<file path="src/rtl/extend_scheduler_if.sv">
// ============================================================================
// Module   : extend_scheduler_if
// Purpose  : Requester-side and output-side handshakes of extend_scheduler.
// Revision : 1.0 - initial release
// ============================================================================
`default_nettype none

interface extend_scheduler_if #(
    parameter int NUM_REQ      = 4,
    parameter int INPUT_WIDTH  = 4,
    parameter int OUTPUT_WIDTH = 8
);
    logic [NUM_REQ-1:0]             req_valid;
    logic [NUM_REQ*INPUT_WIDTH-1:0] req_data;
    logic [NUM_REQ-1:0]             req_ready;
    logic                           out_valid;
    logic                           out_ready;
    logic [OUTPUT_WIDTH-1:0]        data_out;
    logic [$clog2(NUM_REQ)-1:0]     out_src;

    modport master (
        output req_valid, req_data, out_ready,
        input  req_ready, out_valid, data_out, out_src
    );

    modport slave (
        input  req_valid, req_data, out_ready,
        output req_ready, out_valid, data_out, out_src
    );
endinterface

`default_nettype wire

</file>
<file path="src/rtl/extend_scheduler.sv">
// ============================================================================
// Module   : extend_scheduler
// Purpose  : Round-robin shared zero/sign-extension stage with one output
//            register. Optional macro EXTEND_SIGN_EN adds per-requester
//            sign extension (port sign_mode).
// Revision : 1.0 - initial release
// ============================================================================
`default_nettype none

module extend_scheduler #(
    parameter int NUM_REQ      = 4,
    parameter int INPUT_WIDTH  = 4,
    parameter int OUTPUT_WIDTH = 8
) (
    input  wire logic               clk,
    input  wire logic               rst_n,
`ifdef EXTEND_SIGN_EN
    input  wire logic [NUM_REQ-1:0] sign_mode,
`endif
    extend_scheduler_if.slave       bus
);

    localparam int c_src_w = $clog2(NUM_REQ);

    typedef enum logic [0:0] {
        EMPTY = 1'b0,
        FULL  = 1'b1
    } state_t;

    state_t                  r_state;
    state_t                  w_state_nxt;
    logic [c_src_w-1:0]      r_ptr;
    logic [c_src_w-1:0]      r_src;
    logic [OUTPUT_WIDTH-1:0] r_data;

    logic                    w_any;
    logic                    w_acc;
    logic [c_src_w-1:0]      w_grant;
    logic [c_src_w-1:0]      w_ptr_nxt;
    logic [INPUT_WIDTH-1:0]  w_word;
    logic                    w_sign;
    logic [OUTPUT_WIDTH-1:0] w_ext;
    logic [NUM_REQ-1:0]      w_ready;

    // Scan from ptr+NUM_REQ-1 down to ptr so the last hit is the first in priority order.
    always_comb begin
        w_grant = '0;
        for (int k = NUM_REQ - 1; k >= 0; k--) begin
            if (bus.req_valid[c_src_w'((int'(r_ptr) + k) % NUM_REQ)]) begin
                w_grant = c_src_w'((int'(r_ptr) + k) % NUM_REQ);
            end
        end
    end

    assign w_any     = |bus.req_valid;
    assign w_acc     = rst_n && w_any && ((r_state == EMPTY) || bus.out_ready);
    assign w_ptr_nxt = c_src_w'((int'(w_grant) + 1) % NUM_REQ);

    always_comb begin
        w_word  = '0;
        w_sign  = 1'b0;
        w_ready = '0;
        for (int i = 0; i < NUM_REQ; i++) begin
            if (w_grant == c_src_w'(i)) begin
                w_word     = bus.req_data[i*INPUT_WIDTH +: INPUT_WIDTH];
                w_ready[i] = w_acc;
`ifdef EXTEND_SIGN_EN
                w_sign     = sign_mode[i];
`endif
            end
        end
    end

    // A size cast of a signed operand replicates its MSB; equal widths pass through.
    always_comb begin
        if (w_sign) begin
            w_ext = OUTPUT_WIDTH'($signed(w_word));
        end else begin
            w_ext = OUTPUT_WIDTH'(w_word);
        end
    end

    always_comb begin
        w_state_nxt = r_state;
        if (w_acc) begin
            w_state_nxt = FULL;
        end else if ((r_state == FULL) && bus.out_ready) begin
            w_state_nxt = EMPTY;
        end
    end

    always_ff @(posedge clk or negedge rst_n) begin
        if (!rst_n) begin
            r_state <= EMPTY;
        end else begin
            r_state <= w_state_nxt;
        end
    end

    always_ff @(posedge clk or negedge rst_n) begin
        if (!rst_n) begin
            r_data <= '0;
            r_src  <= '0;
            r_ptr  <= '0;
        end else if (w_acc) begin
            r_data <= w_ext;
            r_src  <= w_grant;
            r_ptr  <= w_ptr_nxt;
        end
    end

    assign bus.req_ready = w_ready;
    assign bus.out_valid = (r_state == FULL);
    assign bus.data_out  = r_data;
    assign bus.out_src   = r_src;

endmodule

`default_nettype wire

</file>
<file path="src/flat_wrapper.sv">
// flat-port wrapper written by rule: the top's interface ports become plain ports
module extend_scheduler_flat 
#(
    parameter int NUM_REQ      = 4,
    parameter int INPUT_WIDTH  = 4,
    parameter int OUTPUT_WIDTH = 8
)
  (clk, rst_n, bus_req_valid, bus_req_data, bus_out_ready, bus_req_ready, bus_out_valid, bus_data_out, bus_out_src);
  extend_scheduler_if #(.NUM_REQ(NUM_REQ), .INPUT_WIDTH(INPUT_WIDTH), .OUTPUT_WIDTH(OUTPUT_WIDTH)) bus_i ();
  input  wire logic clk;
  input  wire logic rst_n;
  input wire logic [$bits(bus_i.req_valid)-1:0] bus_req_valid;
  input wire logic [$bits(bus_i.req_data)-1:0] bus_req_data;
  input wire logic [$bits(bus_i.out_ready)-1:0] bus_out_ready;
  output wire logic [$bits(bus_i.req_ready)-1:0] bus_req_ready;
  output wire logic [$bits(bus_i.out_valid)-1:0] bus_out_valid;
  output wire logic [$bits(bus_i.data_out)-1:0] bus_data_out;
  output wire logic [$bits(bus_i.out_src)-1:0] bus_out_src;
  assign bus_i.req_valid = bus_req_valid;
  assign bus_i.req_data = bus_req_data;
  assign bus_i.out_ready = bus_out_ready;
  assign bus_req_ready = bus_i.req_ready;
  assign bus_out_valid = bus_i.out_valid;
  assign bus_data_out = bus_i.data_out;
  assign bus_out_src = bus_i.out_src;
  extend_scheduler #(.NUM_REQ(NUM_REQ), .INPUT_WIDTH(INPUT_WIDTH), .OUTPUT_WIDTH(OUTPUT_WIDTH)) u_core (.clk(clk), .rst_n(rst_n), .bus(bus_i));
endmodule
</file>
<file path="config.mk">
export PLATFORM = sky130hd
export DESIGN_NAME = extend_scheduler_flat
export DESIGN_NICKNAME = d
export VERILOG_FILES = /design/src/rtl/extend_scheduler_if.sv /design/src/rtl/extend_scheduler.sv /design/src/flat_wrapper.sv
export SDC_FILE = /design/constraint.sdc
export NUM_CORES = 1
export LEC_CHECK = 0
export ABC_AREA = 0
export BUFFER_PORTS_ARGS = -buffer_cell sky130_fd_sc_hd__buf_2
export CELL_PAD_IN_SITES_DETAIL_PLACEMENT = 0
export CELL_PAD_IN_SITES_GLOBAL_PLACEMENT = 1
export CORE_UTILIZATION = 31
export CTS_CLUSTER_DIAMETER = 100
export DETAILED_ROUTE_END_ITERATION = 6
export PLACE_DENSITY_LB_ADDON = 0.1
export SLEW_MARGIN = 20
export SYNTH_ARGS = -nofsm -noshare
export SYNTH_HDL_FRONTEND = slang
export SYNTH_SLANG_ARGS = --single-unit
</file>
<file path="constraint.sdc">
create_clock -name clk -period 2.3 [get_ports clk]
set_input_delay 0.46 -clock clk [delete_from_list [all_inputs] [get_ports clk]]
set_output_delay 0.46 -clock clk [all_outputs]
set_load 0.005 [all_outputs]
</file>
==> results summary, run 1 <==
The wire length of the first global-routing pass came out at between 3000 and 4000 um. In this run, synthesis produced a sequential element count of 9. The total power per unit cell area came out at slightly below 900 nW/um^2. For this run, the number of Yosys warnings is 0. The top layer reached by signal wires is met4. The cell area after layout is between 1000 and 1500 sq um. The floorplan step set the die height to between 50 and 60 um. The clock reaches the later pin of the worst-skew pair after around 0.26 ns.

The number of buffers and inverters on the critical path is 1. In this run the core area contains 17 standard-cell rows. The peak fanout along the critical path is 6. The net switching power of the design came out at approximately 360 uW.

The wire-length estimate of the detail-placed layout is 1500 um. The total congestion overflow is 0. The switching fraction of total power is slightly below 40%.

The final standard cell count with taps included and fillers excluded came out at 148. The global routing usage summed across all routing layers came out at 16.4%. The root buffer cell chosen for the clock tree is sky130_fd_sc_hd__clkbuf_4. The met3 wire length came out at 86 um. For this design the static power due to leakage is a little under 0.5 nW. The horizontal die dimension is 50.5 um. The critical path data required time is between 1.5 and 2 ns. The cell family contributing the most delay on the critical path is compound AO/OA/AOI/OAI gates. The starting density of the core is around 33%. The fraction of final layout cells with drive strength greater than 1 is 45.8%.

After clock tree synthesis, the clock-pin slew on the worst setup and hold paths is around 0.060 ns. After the first detailed-routing iteration, the DRC count stood at 8. The number of maximum-capacitance constraint violations came out at 0.

On the final layout, the worst hold slack is between 0.1 and 0.15 ns. The met1 wire length is around 910 um. The average routed wire per standard cell is 13.9 um. TritonCTS built the clock tree. The final routed wirelength across all metal layers came out at approximately 2000 um. The instance area at placement is 922 sq um.

The layout overhead on the synthesized area came out at 41.3%. The length of routed met2 wiring is approximately 1000 um. The ratio of final minimum period to clock period came out at a little over nine tenths. The buffer depth of the longest clock path came out at 2. The count of hold-fix buffers inserted at cts came out at 0. The antenna diode count is 0. The number of global-route vias before repair is 660. The detail-routed via count per cell came out at about 5.3. CTS built an H-tree with a depth of 1. The gate count after technology mapping came out at about 80. After synthesis the cells add up to 729 sq um. The total number of clock tree sinks came out at 9. The worst setup path is launched from a flop. The core outline area is ~2200 sq um. The library cell contributing the largest single delay on the critical path is sky130_fd_sc_hd__dfrtp_2. The fraction of power consumed by the clock network is between 10% and 20%. The number of nets with antenna violations after routing came out at 0. The placed instance count came out at roughly 140. The final weighted congestion of routability-driven global placement came out at just over 0.7. The top achievable clock speed came out at around 450 MHz. The critical path goes through nand2_1 -> a21oi_4 -> a311o_1 -> ha_2 -> and3_1 -> buf_2. The largest net degree at the start of global routing came out at 11.

The fraction of power consumed by combinational cells is between 50% and 60%. The worst setup path is of the reg2out kind. The flow ran to the end, and the final reports show no timing, DRC or antenna violations.

Data on the critical path arrives at its endpoint at 1.77 ns. The number of distinct library cells after synthesis came out at 30. The number of vias in the routed layout came out at 783. The sequential share of the synthesized area came out at 30.9%. The DRC violations left is 0. The peak supply drop is around 420 uV.

The total count of max-transition violations in the final report came out at 0. The overall die area is approximately 2600 sq um. The worst setup path is captured at a primary output. The number of antenna violations at the first check in global routing is 0.

The number of ports placed on the die boundary came out at 38. The internal cell power came out at around 550 uW. In this run the worst hold path is classified as in2async. The count of TritonRoute iterations in the first routing pass came out at 4.

The synthesized area divided by synthesized cell count is roughly 9 sq um. The power share of the sequential group is 29.8%. The number of nets at the end of the flow is 148. Port buffering added 33 buffers. The final critical delay including setup and external delays is around 2.2 ns. OpenSTA, run right after detailed placement, puts the worst setup slack at 0.00110 ns. For this run, the slowest stage of the critical path takes 0.44 ns. The final number of setup-violating endpoints is 0. The clock arrives with about 0.0021 ns of skew. The number of clock buffers inserted by TritonCTS came out at 3. The final count of hold timing violations is 0. The setup slack after layout came out at slightly above 0.07 ns. Setup repair after global routing could not meet its margin everywhere.
==> flip-flops by register name (all words and copies together), names as in the netlist <==
name,cells
u_core.bus.data_out,4
u_core.bus.out_src,2
u_core.bus.out_valid,1
u_core.r_ptr,2
==> per-stage QoR <==
stage | total power [mW] | util [%] | setup TNS (ns)
after floorplan | 0.536 | - | 0
after global placement | 0.696 | 41.7 | 0
after detailed placement | 0.703 | 41.7 | 0
after CTS | 0.881 | 45.1 | 0
after global routing | 0.987 | 46.6 | -0.0387
final | 0.910 | 46.6 | 0
==> layout make-up <==
cell class | instances | area, sq um
Clock buffer | 4 | 26.3
Fill cell | 232 | 1180
Inverter | 4 | 15.0
Multi-Input combinational cell | 64 | 517
Sequential cell | 9 | 228
Tap cell | 28 | 35.0
Timing Repair Buffer | 39 | 210
==> cells in the mapped netlist (all sizes together) <==
master,count,area (sq um)
a21oi,9,45.0
a221o,4,40.0
a311o,2,20.0
a311oi,1,8.76
a31oi,4,25.0
and3,4,25.0
buf,5,33.8
clkbuf,2,7.51
conb,1,3.75
dfrtp,9,225
ha,4,50.1
inv,4,15.0
mux2,1,15.0
nand2,9,33.8
nand2b,2,15.0
nand3b,5,37.5
nand4b,1,8.76
nor2,2,10.0
nor2b,1,6.26
nor3b,1,12.5
o21ai,3,15.0
o31ai,2,15.0
o32a,1,10.0
o41a,1,11.3
o41ai,1,27.5
or2,2,12.5
==> power by group through the flow <==
stage	Clock, mW	Combinational [mW]	Sequential, mW
floorplan	0	0.275	0.261
finish	0.120	0.519	0.271
detailed placement	0	0.439	0.265
global route	0.133	0.575	0.279
global placement	0	0.435	0.261
CTS	0.125	0.486	0.269
==> what timing repair did <==
action | in CTS | in global routing
resized for setup | 8 | 5
endpoints found under the setup margin | 3 | 4
pin swaps | 3 | 4
buffers inserted | 2 | 1
==> worst paths after layout <==
path,start,endpoint,slack [ns],cells past startpoint
hold / removal,rst_n,u_core.bus.data_out[1],0.13,2
max in group asynchronous,rst_n,u_core.r_ptr[1],2.01,2
setup reg to reg,u_core.r_ptr[1],u_core.bus.data_out[2],0.21,8
setup / recovery,u_core.r_ptr[1],bus_req_ready[0],0.07,6
min in group clk,bus_req_data[13],u_core.bus.data_out[1],0.46,3
hold reg to reg,u_core.bus.data_out[0],u_core.bus.data_out[0],0.55,2
==> cells by family (layout without fill, tap and decap cells) <==
kind of cell               count (synthesis)  count (layout)  synth area share [%]
DFF                                        9               9                  30.9
other                                      1               4                 0.514
buffers and inverters                     11              47                  7.72
muxes                                      1               1                  2.06
adders and majority gates                  4               4                  6.86
AOI/OAI and AO/OA                         28              28                  29.8
and+or+nand+nor                           27              27                  22.1
==> cell usage in the layout (no fill, tap or decap), drive strengths merged <==
master | Yosys | final
or2 | 2 | 2
clkbuf | 2 | 4
a21oi | 9 | 9
o41a | 1 | 1
nand4b | 1 | 1
a311oi | 1 | 1
a311o | 2 | 2
nor2 | 2 | 2
nor2b | 1 | 1
nand2 | 9 | 9
ha | 4 | 4
o41ai | 1 | 1
nor3b | 1 | 1
nand2b | 2 | 2
conb | 1 | 4
mux2 | 1 | 1
inv | 4 | 4
o31ai | 2 | 2
o32a | 1 | 1
and3 | 4 | 4
buf | 5 | 39
a31oi | 4 | 4
nand3b | 5 | 5
dfrtp | 9 | 9
o21ai | 3 | 3
a221o | 4 | 4
==> layer usage <==
metal / global-route usage [%] / up-vias
met2: 26.0 / 27
met3: 0.909 / 2
met1: 22.3 / 375
li1: - / 379
met5: 0 / -
met4: 8.33 / 0
Power figures use the tool's default switching activity.
==> run 2, diff against run 1 <==
--- a/config.mk
+++ b/config.mk
@@ -9,7 +9,7 @@
 export BUFFER_PORTS_ARGS = -buffer_cell sky130_fd_sc_hd__buf_2
 export CELL_PAD_IN_SITES_DETAIL_PLACEMENT = 0
 export CELL_PAD_IN_SITES_GLOBAL_PLACEMENT = 1
-export CORE_UTILIZATION = 31
+export CORE_UTILIZATION = 28
 export CTS_CLUSTER_DIAMETER = 100
 export DETAILED_ROUTE_END_ITERATION = 6
 export PLACE_DENSITY_LB_ADDON = 0.1
==> constraint.sdc (replaced) <==
create_clock -name clk -period 1.8 [get_ports clk]
set_input_delay 0.36 -clock clk [delete_from_list [all_inputs] [get_ports clk]]
set_output_delay 0.36 -clock clk [all_outputs]
set_load 0.005 [all_outputs]
==> results summary, run 2 (synthesized netlist as in run 1, its figures left out) <==
The final number of setup-violating endpoints is 8. The endpoint identified for the worst register-to-register timing path is u_core.bus.data_out[0]. The post-place setup slack came out at -0.289 ns. The final standard cell count with taps included and fillers excluded is 168. In the layout the commonest cells are sky130_fd_sc_hd__buf_2 (32), sky130_fd_sc_hd__buf_4 (22), sky130_fd_sc_hd__nand2_1 (9), sky130_fd_sc_hd__a21oi_1 (8), sky130_fd_sc_hd__dfrtp_1 (7). The worst hold slack after final layout is roughly 0.065 ns. The DRC violations left is 2.

Dividing the detail-routed wire length by the instance count gives 12.0 um. The largest clock skew in the final design came out at around 0.00077 ns. In this run the critical register-to-register path is launched from u_core.r_ptr[1]. The worst setup path is captured at a primary output.

Counting the fill cells in the layout gives between 200 and 300. The total congestion overflow is 0. The most common cell after layout, fill and taps aside is sky130_fd_sc_hd__buf_2.

The post-detailed-placement half-perimeter wirelength came out at between 1500 and 2000 um. The later-pin clock latency in the skew report is roughly 0.26 ns. The number of nets at the end of the flow is ~170. Setup repair after global routing could not meet its margin everywhere. The count of hold-fix buffers inserted at cts is 0. The core outline area came out at between 2000 and 2500 sq um. The biggest cell delay along the critical path came out at 0.45 ns. The flip-flop count of the largest register, all copies and words added came out at 4.

In this run the remaining antenna-violating nets after routing total 0. The final count of hold timing violations came out at 0. The die height came out at around 53 um.

The layout overhead on the synthesized area came out at 65.4%. The buffer depth of the longest clock path is 2. The run finished, with violations left.

The final weighted congestion of routability-driven global placement is around 0.80. The fraction of final layout cells with drive strength greater than 1 came out at ~56%. The count of TritonRoute iterations in the first routing pass is 6. TritonCTS built the clock tree. The number of global-route vias before repair was 699. The row count came out at 18. During placement, the flow inserted port buffers numbering 33. The checks that failed: design-rule violations, negative setup slack. The clock-pin slew reported for the worst setup and hold paths after clock tree synthesis came out at about 0.060 ns. The maximum level of the CTS H-tree is 1. The number of cells traversed by the worst register-to-register path is 8. The total count of max-transition violations in the final report came out at 0. The tree is rooted in a sky130_fd_sc_hd__clkbuf_4. The number of antenna violations at the first check in global routing came out at 0. The critical path data required time came out at between 1 and 1.5 ns. The number of clock buffers inserted by TritonCTS is 3. The total number of clock tree sinks is 9. The wire length of the first global-routing pass is between 3000 and 4000 um.

The leakage power came out at 0.579 nW. Entering global routing, the biggest net connects 10 pins. In this run, placement finished with an instance count of roughly 160. The min-delay analysis places its worst path in the category in2async.

The number of ports placed on the die boundary came out at 38. Across the run, the number of max-cap violations was 0. Dividing total power by cell area gives a power density of 1080 nW/um^2. Of the available clock period, the critical path in the final layout requires 119%.

In this run, the number of DRC markers left after iteration 0 of detailed routing was 8. STA classifies the critical path startpoint as a flop. The overall die area came out at ~2800 sq um. Static timing analysis puts the maximum clock frequency at approximately 470 MHz. The accumulated negative setup slack came out at -1.92 ns. The peak fanout along the critical path is 5.

The final routed wirelength across all metal layers came out at around 2000 um. The global routing usage summed across all routing layers came out at between 10% and 20%. The library cell contributing the largest single delay on the critical path is sky130_fd_sc_hd__dfrtp_2.

The starting density of the core is 29.4%. The register-to-register setup slack is -0.22 ns. The number of buffers and inverters on the critical path is 2. The final critical delay including setup and external delays came out at approximately 2.1 ns. The detail-routed via count per cell came out at around 4.9. The antenna diode count is 0. Traced cell by cell, the critical path runs through nor3b_4 -> nand3b_1 -> nor2_2 -> buf_4 -> ha_4 -> and3_4 -> buf_6. The number of vias in the routed layout is between 800 and 900. The cell family contributing the most delay on the critical path is simple AND/OR/NAND/NOR gates. The arrival time of data at the critical path endpoint came out at between 1.5 and 2 ns.

The peak supply drop came out at about 430 uV. The kind of critical path is reg2out. The horizontal die dimension came out at 53.0 um.

The setup slack after layout came out at -0.343 ns.
-- run 2: cell types whose count changed in the layout (fill, tap and decap cells not counted), sizes merged --
cell,change
buf,+18
-- run 2: worst max-delay path by stage --
| stage | startpoint | end | slack (ns) | cells past startpoint |
|---|---|---|---|---|
| floorplan | u_core.r_ptr[1] | u_core.bus.data_out[1] | 0.001 | 7 |
| CTS | u_core.r_ptr[1] | bus_req_ready[3] | -0.33 | 7 |
| finish | u_core.r_ptr[0] | bus_req_ready[3] | -0.34 | 7 |
| global route | u_core.r_ptr[0] | bus_req_ready[3] | -0.41 | 7 |
| global placement | bus_req_valid[1] | u_core.bus.data_out[3] | -0.25 | 9 |
| detailed placement | bus_req_valid[1] | u_core.bus.data_out[2] | -0.29 | 9 |
-- run 2: worst register-to-register path, delay by kind of cell (launching register included) --
kind | cells | cell delay [ns]
DFF | 1 | 0.43
and+or+nand+nor | 4 | 0.77
buffers and inverters | 1 | 0.12
AOI/OAI and AO/OA | 2 | 0.44
adders and majority gates | 1 | 0.18
-- run 2: power breakdown --
part	switching, mW	leakage [nW]	internal, mW	total (mW)
registers	0.0662	0.102	0.279	0.346
clock network	0.0684	0.0150	0.0853	0.154
logic	0.342	0.462	0.457	0.798
total	0.476	0.579	0.821	1.30
-- run 2: final cells by class --
| class | count | area [sq um] | area share [%] |
|---|---|---|---|
| Inverter | 4 | 15.0 | 1.24 |
| Sequential cell | 9 | 228 | 18.9 |
| Tap cell | 30 | 37.5 | 3.11 |
| Multi-Input combinational cell | 64 | 541 | 44.8 |
| Clock buffer | 4 | 26.3 | 2.18 |
| Timing Repair Buffer | 57 | 359 | 29.8 |
-- run 2: repair_timing --
action | 4_1_cts | 5_1_grt
setup endpoints to repair | 8 | 8
pin swaps | 5 | 7
resized for setup | 15 | 3
setup buffers | 3 | 4
-- run 2: per-stage QoR --
stage	util, %	instance area [sq um]	total power, mW
after floorplan	-	757	0.704
after detailed placement	42.0	1040	0.975
after CTS	46.9	1160	1.26
after global routing	48.7	1210	1.41
after global placement	42.0	1040	0.974
final	48.7	1210	1.30
-- run 2: metal layers --
| metal | track usage (%) | vias to the layer above | share of wire (%) |
|---|---|---|---|
| met5 | 0 | - | 0 |
| met4 | 6.58 | 0 | 0.85 |
| met3 | 2.01 | 2 | 3.7 |
| met2 | 23.6 | 20 | 48 |
| met1 | 20.3 | 394 | 47 |
| li1 | - | 411 | - |
